[src/rtl/tile_pkg.sv]
// Shared types and helpers for the tile engine: op and state encodings,
// saturating narrow, and accumulator width.
package tile_pkg;

  typedef enum logic [2:0] {NOP, ADD, SUB, MUL, DOT, RELU, MAX, RSVD} op_e;
  typedef enum logic [1:0] {ST_IDLE, ST_RUN, ST_FLUSH, ST_DONE} state_e;

  // Wide enough to hold the sum of e full-width signed products
  function automatic int acc_w(input int dw, input int e);
    return 2 * dw + $clog2(e);
  endfunction

  // Clamp x into the signed range of a w-bit value; caller truncates
  function automatic logic signed [63:0] sat_to_w(input logic signed [63:0] x, input int w);
    logic signed [63:0] hi, lo;
    hi = (64'sd1 <<< (w - 1)) - 64'sd1;
    lo = -hi - 64'sd1;
    if (x > hi) return hi;
    if (x < lo) return lo;
    return x;
  endfunction

endpackage

[src/rtl/tile_alu.sv]
// Combinational per-element operation. Overflow handling of ADD/SUB/MUL
// is selected by the TILE_SAT_EN macro (saturate) vs. default (wrap).
module tile_alu
  import tile_pkg::*;
#(
  parameter int DATA_W = 8
) (
  input  logic signed [DATA_W-1:0] i_a,
  input  logic signed [DATA_W-1:0] i_b,
  input  op_e                      i_op,
  output logic signed [DATA_W-1:0] o_y
);

  logic signed [DATA_W:0]     w_sum;
  logic signed [DATA_W:0]     w_diff;
  logic signed [2*DATA_W-1:0] w_prod;

  assign w_sum  = (DATA_W+1)'(i_a) + (DATA_W+1)'(i_b);
  assign w_diff = (DATA_W+1)'(i_a) - (DATA_W+1)'(i_b);
  assign w_prod = (2*DATA_W)'(i_a) * (2*DATA_W)'(i_b);

  function automatic logic [DATA_W-1:0] fit(input logic signed [63:0] x);
`ifdef TILE_SAT_EN
    return DATA_W'(sat_to_w(x, DATA_W));
`else
    return DATA_W'(x);
`endif
  endfunction

  always_comb begin
    o_y = '0;
    case (i_op)
      ADD:     o_y = fit(64'(w_sum));
      SUB:     o_y = fit(64'(w_diff));
      MUL:     o_y = fit(64'(w_prod));
      RELU:    o_y = i_a[DATA_W-1] ? '0 : i_a;
      MAX:     o_y = (i_a > i_b) ? i_a : i_b;
      default: o_y = '0;
    endcase
  end

endmodule

[src/rtl/tile_engine.sv]
// Tile engine: streams one TILE_N x TILE_N tile from SRAM A/B through the ALU
// (or the DOT accumulator) into SRAM C. Optional saturation: TILE_SAT_EN.
module tile_engine
  import tile_pkg::*;
#(
  parameter int DATA_W     = 8,
  parameter int ADDR_W     = 10,
  parameter int TILE_N     = 4,
  parameter int GRID       = 8,
  parameter int TILE_IDX_W = 3
) (
  input  logic                  clk,
  input  logic                  rst_n,
  input  logic                  start,
  input  logic [2:0]            op_code,
  input  logic [TILE_IDX_W-1:0] tile_i,
  input  logic [TILE_IDX_W-1:0] tile_j,
  input  logic [DATA_W-1:0]     sram_A_dout,
  input  logic [DATA_W-1:0]     sram_B_dout,
  output logic                  tp_sram_A_ce,
  output logic                  tp_sram_A_we,
  output logic [ADDR_W-1:0]     tp_sram_A_addr,
  output logic [DATA_W-1:0]     tp_sram_A_din,
  output logic                  tp_sram_B_ce,
  output logic                  tp_sram_B_we,
  output logic [ADDR_W-1:0]     tp_sram_B_addr,
  output logic [DATA_W-1:0]     tp_sram_B_din,
  output logic                  tp_sram_C_ce,
  output logic                  tp_sram_C_we,
  output logic [ADDR_W-1:0]     tp_sram_C_addr,
  output logic [DATA_W-1:0]     tp_sram_C_din,
  output logic                  busy,
  output logic                  done,
  output logic                  err
);

  localparam int E      = TILE_N * TILE_N;
  localparam int CNT_W  = $clog2(E);
  localparam int ACC_W  = acc_w(DATA_W, E);
  localparam int STAGES = 2;

  state_e                    r_state;
  op_e                       r_op;
  logic [ADDR_W-1:0]         r_base;
  logic [CNT_W-1:0]          r_cnt;
  logic                      r_err;
  // [0] read issue, [1] SRAM data valid, [2] C write
  logic [STAGES:0]           r_vld_pipe;
  logic [ADDR_W-1:0]         r_addr1;
  logic                      r_last1;
  logic [ADDR_W-1:0]         r_c_addr;
  logic [DATA_W-1:0]         r_c_din;
  logic                      r_last2;
  logic                      r_dot_wb;
  logic signed [ACC_W-1:0]   r_acc;

  logic [ADDR_W-1:0]         w_base;
  logic [ADDR_W-1:0]         w_rd_addr;
  logic                      w_rd_last;
  logic                      w_legal;
  logic signed [DATA_W-1:0]  w_a;
  logic signed [DATA_W-1:0]  w_b;
  logic signed [DATA_W-1:0]  w_alu_y;
  logic signed [2*DATA_W-1:0] w_prod;
  logic [DATA_W-1:0]         w_acc_nar;

  assign w_base    = ADDR_W'((32'(tile_i) * GRID + 32'(tile_j)) * E);
  assign w_rd_addr = r_base + ADDR_W'(r_cnt);
  assign w_rd_last = (r_cnt == CNT_W'(E - 1));
  assign w_legal   = (op_code != 3'd0) && (op_code != 3'd7);
  assign w_a       = sram_A_dout;
  assign w_b       = sram_B_dout;
  assign w_prod    = (2*DATA_W)'(w_a) * (2*DATA_W)'(w_b);

`ifdef TILE_SAT_EN
  assign w_acc_nar = DATA_W'(sat_to_w(64'(r_acc), DATA_W));
`else
  assign w_acc_nar = DATA_W'(r_acc);
`endif

  tile_alu #(.DATA_W(DATA_W)) u_alu (
    .i_a  (w_a),
    .i_b  (w_b),
    .i_op (r_op),
    .o_y  (w_alu_y)
  );

  always_ff @(posedge clk or negedge rst_n) begin
    if (!rst_n) begin
      r_state    <= ST_IDLE;
      r_op       <= NOP;
      r_base     <= '0;
      r_cnt      <= '0;
      r_err      <= 1'b0;
      r_vld_pipe <= '0;
      r_addr1    <= '0;
      r_last1    <= 1'b0;
      r_c_addr   <= '0;
      r_c_din    <= '0;
      r_last2    <= 1'b0;
      r_dot_wb   <= 1'b0;
      r_acc      <= '0;
    end else begin
      r_vld_pipe[1] <= r_vld_pipe[0];
      r_addr1       <= w_rd_addr;
      r_last1       <= r_vld_pipe[0] && w_rd_last;
      r_vld_pipe[2] <= 1'b0;
      r_last2       <= 1'b0;
      r_dot_wb      <= 1'b0;

      if (r_vld_pipe[1]) begin
        if (r_op == DOT) begin
          r_acc    <= r_acc + ACC_W'(w_prod);
          r_dot_wb <= r_last1;
        end else begin
          r_vld_pipe[2] <= 1'b1;
          r_c_addr      <= r_addr1;
          r_c_din       <= w_alu_y;
          r_last2       <= r_last1;
        end
      end
      // DOT writes once, a cycle after the final accumulate settles
      if (r_dot_wb) begin
        r_vld_pipe[2] <= 1'b1;
        r_c_addr      <= r_base;
        r_c_din       <= w_acc_nar;
        r_last2       <= 1'b1;
      end

      case (r_state)
        ST_IDLE: if (start) begin
          r_op   <= op_e'(op_code);
          r_base <= w_base;
          r_cnt  <= '0;
          r_acc  <= '0;
          if (w_legal) begin
            r_state       <= ST_RUN;
            r_vld_pipe[0] <= 1'b1;
          end else begin
            r_state <= ST_DONE;
            r_err   <= 1'b1;
          end
        end
        ST_RUN: begin
          r_cnt <= r_cnt + 1'b1;
          if (w_rd_last) begin
            r_vld_pipe[0] <= 1'b0;
            r_state       <= ST_FLUSH;
          end
        end
        ST_FLUSH: if (r_vld_pipe[2] && r_last2) r_state <= ST_DONE;
        ST_DONE: begin
          r_state <= ST_IDLE;
          r_err   <= 1'b0;
        end
        default: r_state <= ST_IDLE;
      endcase
    end
  end

  assign tp_sram_A_ce   = r_vld_pipe[0];
  assign tp_sram_A_we   = 1'b0;
  assign tp_sram_A_addr = w_rd_addr;
  assign tp_sram_A_din  = '0;
  assign tp_sram_B_ce   = r_vld_pipe[0] && (r_op != RELU);
  assign tp_sram_B_we   = 1'b0;
  assign tp_sram_B_addr = w_rd_addr;
  assign tp_sram_B_din  = '0;
  assign tp_sram_C_ce   = r_vld_pipe[2];
  assign tp_sram_C_we   = r_vld_pipe[2];
  assign tp_sram_C_addr = r_c_addr;
  assign tp_sram_C_din  = r_c_din;
  assign busy           = (r_state != ST_IDLE);
  assign done           = (r_state == ST_DONE);
  assign err            = r_err;

endmodule

[config.mk]
export PLATFORM = sky130hd
export DESIGN_NAME = tile_engine
export DESIGN_NICKNAME = d
export VERILOG_FILES = /design/src/rtl/tile_pkg.sv /design/src/rtl/tile_alu.sv /design/src/rtl/tile_engine.sv
export SDC_FILE = /design/constraint.sdc
export NUM_CORES = 1
export LEC_CHECK = 0
export ABC_AREA = 1
export CAP_MARGIN = 25
export CORE_MARGIN = 4
export CORE_UTILIZATION = 32
export DETAILED_ROUTE_END_ITERATION = 8
export GPL_ROUTABILITY_DRIVEN = 1
export GPL_TIMING_DRIVEN = 0
export HOLD_SLACK_MARGIN = 0.06
export PLACE_DENSITY_LB_ADDON = 0.25
export SYNTH_ARGS = -nofsm -noshare
export SYNTH_HDL_FRONTEND = slang
export SYNTH_SLANG_ARGS = --single-unit
export TNS_END_PERCENT = 30
[constraint.sdc]
create_clock -name clk -period 3.3 [get_ports clk]
set_input_delay 0.99 -clock clk [delete_from_list [all_inputs] [get_ports clk]]
set_output_delay 0.99 -clock clk [all_outputs]
set_load 0.005 [all_outputs]
; Word level (Yosys, flattened, before mapping)
; Index checks and enable logic that the tools add are counted.
[totals]
out_inout_bits = 63
input_bits = 28
register_bits = 70
elab_cells = 91
[classes]
n_reduce_logical = 16
multipliers = 1
n_mux = 35
eq_ne = 18
magnitude_cmp = 1
n_addsub = 6
[op_table]
columns = op, count
row1 = 2-to-1 mux 20 bit, 4
row2 = one-hot mux 8 bit (5 select lines), 1
row3 = 2-to-1 mux 8 bit, 4
row4 = 2-to-1 mux 10 bit, 3
row5 = adder 20 x 16 -> 20 bit, 1
row6 = multiplier 8 x 8 -> 16 bit, 1
row7 = 2-to-1 mux 1 bit, 13
row8 = inequality test 2 bit (second input constant), 6
row9 = adder 10 x 4 -> 10 bit, 1
row10 = equality test 3 bit (second input constant), 3
row11 = adder 8 bit, 1
row12 = > comparator 8 bit, 1
row13 = 2-to-1 mux 2 bit, 4
row14 = one-hot mux 2 bit (4 select lines), 1
row15 = one-hot mux 4 bit (2 select lines), 1
row16 = nonzero test 2 bit, 4
row17 = subtractor 8 bit, 1
row18 = 2-to-1 mux 7 bit, 1
row19 = adder 6 x 3 -> 6 bit, 1
row20 = equality test 3 x 2 -> 1 bit (second input constant), 2
row21 = inequality test 3 bit (second input constant), 2
row22 = AND reduction 2 bit, 3
row23 = AND reduction 3 bit, 2
row24 = adder 4 x 1 -> 4 bit (second input constant), 1
row25 = other kinds (10), 15

; Logic depth before layout (Yosys ltp)
[logic_depth]
ltp_word = 6
ltp_mapped = 27
mapped_depth_nobuf = 26

; By module
; A second synthesis with hierarchy kept.
[unflattened]
hier_cells = 819
area_unflattened_um2 = 5958.2
[by_module_without_submodules]
columns = module, seq_area_each_um2, cells_per_inst, instances, area_per_inst_um2
row1 = tile_engine, 1451.4, 456, 1, 3788.6
row2 = tile_alu, 0.0, 363, 1, 2169.6

; Worst setup path before layout
; No wires, ideal clock.
[synth_timing]
kind = input to register
startpoint = in sram_B_dout[1]
endpoint = reg r_acc[7]
setup_ns = 0.114
path_buffers = 1
path_slack_ns = -1.388
required_time_ns = 3.186
arrival_time_ns = 4.574
path_stages = 21
cell_sequence = buf_4 -> nand2_1 -> inv_1 -> ha_1 -> inv_1 -> fa_1 -> inv_1 -> ha_1 -> fa_1 -> ha_1 -> fa_1 -> xor2_1 -> ha_1 -> a21oi_1 -> o21ai_0 -> a31oi_1 -> nand3_1 -> nand3_1 -> nand2_1 -> inv_1 -> nor2_1
[synth_via]
elab_chain_cells = 6
[synth_rtl]
columns = item, line
row1 = from (decl), tile_engine.sv:19  ; input logic [DATA_W-1:0] sram_B_dout,
row2 = multiplier 8 x 8 -> 16 bit (*), -
row3 = adder 20 x 16 -> 20 bit (*), tile_engine.sv:113  ; r_acc <= r_acc + ACC_W'(w_prod);
row4 = 2-to-1 mux 20 bit (*), tile_engine.sv:112  ; if (r_op == DOT) begin
row5 = 2-to-1 mux 20 bit (*), tile_engine.sv:111  ; if (r_vld_pipe[1]) begin
row6 = 2-to-1 mux 20 bit, tile_engine.sv:131  ; ST_IDLE: if (start) begin
row7 = 2-to-1 mux 20 bit (*), tile_engine.sv:130  ; case (r_state)
row8 = to (signal assigned), tile_engine.sv:113
row9 = to (decl), tile_engine.sv:55  ; logic signed [ACC_W-1:0] r_acc;
; Mark *: on every way between the ends. The rest lies on a longest branch, timed or not.
; A chain may end at the register's enable or synchronous reset.

; Final worst setup path
[layout_timing]
startpoint = in sram_A_dout[3]
endpoint = reg r_acc[7]
[layout_via]
elab_chain_cells = 6
[layout_rtl]
columns = item, line
row1 = from (decl), tile_engine.sv:18  ; input logic [DATA_W-1:0] sram_A_dout,
row2 = multiplier 8 x 8 -> 16 bit (*), -
row3 = adder 20 x 16 -> 20 bit (*), tile_engine.sv:113
row4 = 2-to-1 mux 20 bit (*), tile_engine.sv:112
row5 = 2-to-1 mux 20 bit (*), tile_engine.sv:111
row6 = 2-to-1 mux 20 bit, tile_engine.sv:131
row7 = 2-to-1 mux 20 bit (*), tile_engine.sv:130
; Marked as above.

==> metrics.txt <==
status=finished with violations; violated checks=negative setup slack; DIE WIDTH=132 µm; FF+latch count, synth=58; layout cells sized above 1=0.201; slowest CP cell=fa_1; crit-path max cell delay=0.59 ns; fmax=220 MHz; DRC Markers=0; Yosys top cell by area=dfrtp_1; Inserted Diodes=0; Area growth syn-to-layout=35.8%; I/O Buffers=72; largest net degree at the start of global routing=36; Die Y=132 µm; min cycle time layout=4.54 ns; Tot GR Track Use=0.167; via count=4,547; RR Endpoint=tp_sram_C_din[0]; Max rail drop VDD=0.433 mV; max-cap viol count=0; Slew @ Worst Pin=0.584 ns; synth unique cells=44; cts bufs inserted=9; Setup WS post-layout=-1.24 ns; register share of total power=0.247; routed len/inst=14.9 µm; Post-Synthesis Cells=648; most frequent cells in the layout=nand2_1 (145), inv_1 (98), dfrtp_1 (58), clkdlybuf4s50_1 (57), buf_4 (45); antenna violations before repair=0; complex-gate fraction of the synthesized area=0.133; iteration-0 DRC count of the detailed router=172; WS Path Type=in2reg; Power Internal=3.00 mW; Worst-path clk slew=0.05 ns; Hold Path Class=reg2reg; Slew HR=0.610; setup_tns=-6.25 ns; DP HPWL=11,000 µm; R2R Setup Slk=1.42 ns; Starting Density=0.332; family with the most delay on the worst path=adder cells; Fin. Hold Viols=0; Max Slew Vio Count=0; Core Area=14,800 µm²; # H-tree levels=3; clock tree buffer depth=2; PwrDens=756 nW/µm²; Detail Route Antenna Nets=0; number of clock sinks=58; Placer Congestion=0.913; Leakage=3.46 nW; Overflow after GRT=0; clk root buf=clkbuf_16; mux cell area share after synthesis=0; adder and majority cell fraction of the synthesized area=0.179; vias per inst=4.77; CP endpoint kind=flop; DRT Pass-1 Iters=5; Final setup viols=8; final net count=855; Final period util=1.38; worst r2r src=r_op[2]; most common cell after layout, fill and taps aside=nand2_1; Die Area=17,400 µm²; Clock power frac=0.176; Syn. warnings=0; fillers=1,481; worst-case reg-to-reg path depth=9; WP buf/inv=3; worst hold endpoint=r_addr1[6]; Hold Path Stages=0; switch share=0.403; Critical Path Fanout Max=9; post-synthesis xor/xnor area fraction=0.0161; Worst Skew=0.00822 ns; Rows=44; Critical Path Source Type=input port; RSZ-0062 raised after global routing=true; largest family of logic cells by synthesized area=simple AND/OR/NAND/NOR gates; CTS tree=built; critical path depth in cells=18; final hold slack=0.451 ns; Post-Route WL=14,200 µm; Mapped Area=4900 µm²; first-pass GRT wire length=23,900 µm; HP Start=r_base[6]; largest cells by area after synthesis=dfrtp_1 (30%), ha_1 (12%), nand2_1 (12%); Worst EP required=3.50 ns; area share of and/or/nand/nor cells after synthesis=0.222; Synth top area share=0.296; Switching Power=2.03 mW; syn avg cell area=7.57 µm²; crit-path cells=buf_6 > nand2_1 > fa_2 > inv_2 > fa_2 > fa_1 > fa_1 > ha_4 > xor2_4 > ha_4 > a21oi_2 > o21ai_1 > a31oi_1 > nand3_1 > nand3_1 > nand2_1 > inv_1 > nor2_1; crit path DAT=4.75 ns; vias in the first global route=4,868; Combinational Power Share=0.577; sequential-to-total area share from yosys stat=0.296; latest clock arrival within the worst-skew pair=0.32 ns; IO Count=91
## Yosys cell counts (all sizes together)
| cell type | number |
|---|---|
| nand4 | 4 |
| buf | 38 |
| o22ai | 6 |
| a22o | 4 |
| or2 | 3 |
| and3 | 1 |
| o2bb2ai | 1 |
| o221ai | 1 |
| a21oi | 40 |
| nand3 | 34 |
| xnor2 | 4 |
| nand2 | 155 |
| nor4 | 1 |
| dfrtp | 58 |
| nor3 | 8 |
| nor2 | 47 |
| inv | 114 |
| o21ai | 38 |
| or3 | 1 |
| a22oi | 12 |
| ha | 46 |
| a31oi | 2 |
| xor2 | 5 |
| fa | 15 |
| a2bb2oi | 1 |
| o21bai | 1 |
| a221oi | 1 |
| conb | 1 |
| o211ai | 1 |
| a32oi | 1 |
| clkbuf | 3 |
| o21a | 1 |
## cells by family (layout without fill, tap and decap cells)
group                    Yosys count  after routing
AND/OR/NAND/NOR                  254            254
buffers and inverters            155            260
XOR/XNOR                           9              9
other                              1             18
adder cells (fa/ha/maj)           61             61
flip-flops                        58             58
AO/OA/AOI/OAI                    110            110
## final cells by class
| type | count | area (µm²) | area share |
|---|---|---|---|
| inverter | 114 | 435 | 0.0654 |
| clock buffer | 14 | 284 | 0.0427 |
| tap | 184 | 230 | 0.0346 |
| timing repair buffer | 91 | 882 | 0.132 |
| sequential | 58 | 1450 | 0.218 |
| clock inverter | 1 | 7.51 | 0.00113 |
| buffer | 40 | 320 | 0.0481 |
| multi-input combinational | 452 | 3050 | 0.458 |
## metal layers
layer / vias up / global-route usage / wire length, µm
li1: 2264 / - / -
met1: 2098 / 0.215 / 6260
met2: 156 / 0.282 / 6730
met3: 29 / 0.0332 / 829
met4: 0 / 0.0548 / 402
met5: - / 0 / 0
## power groups by stage
stage / clock network (mW) / logic [mW] / registers (mW)
after detailed placement: 0 / 2.53 / 1.25
after floorplan: 0 / 1.58 / 1.19
after global routing: 0.935 / 3.24 / 1.29
after global placement: 0 / 2.48 / 1.24
final: 0.883 / 2.90 / 1.25
after CTS: 0.901 / 2.79 / 1.25
## state kept, by name, indices dropped and copies added, names as in the netlist, 3 cells and up
name and flops:
tp_sram_C_addr 10, r_cnt 4, r_op 3, tp_sram_C_din 8, r_addr1 10, r_vld_pipe 3
r_acc 8, r_base 6
## timing repair
action	4_1_cts	5_1_grt
setup endpoints to repair	12	13
pin swaps	30	24
buffers inserted	16	2
hold buffers	0	0
gates resized for setup	106	31
## worst reg2reg max path, cell delays in order, from the launching register on
cell	delay, ns
dfrtp_1	0.41
inv_1	0.25
nor3_2	0.08
nor2_1	0.13
inv_1	0.08
nor2_2	0.19
inv_1	0.25
nor2_8	0.24
nand2_1	0.11
nand2_1	0.07
## through the flow
| step | util | power, mW | instances | setup WS (ns) | area [µm²] |
|---|---|---|---|---|---|
| floorplan | - | 2.77 | 665 | -1.21 | 5020 |
| global placement | 0.404 | 3.72 | 921 | -2.48 | 5970 |
| detailed placement | 0.405 | 3.78 | 922 | -2.56 | 5980 |
| CTS | 0.442 | 4.94 | 952 | -1.23 | 6520 |
| global route | 0.451 | 5.47 | 954 | -1.43 | 6660 |
| finish | 0.451 | 5.03 | 954 | -1.24 | 6660 |
## worst max path at each step
stage,start,end
after CTS,sram_A_dout[2],r_acc[7]
after global placement,sram_A_dout[3],r_acc[7]
after floorplan,sram_B_dout[0],r_acc[7]
after global routing,sram_B_dout[1],r_acc[7]
after detailed placement,sram_A_dout[1],r_acc[7]
final,sram_A_dout[3],r_acc[7]
Note: power is estimated with default switching activity, not from simulation.
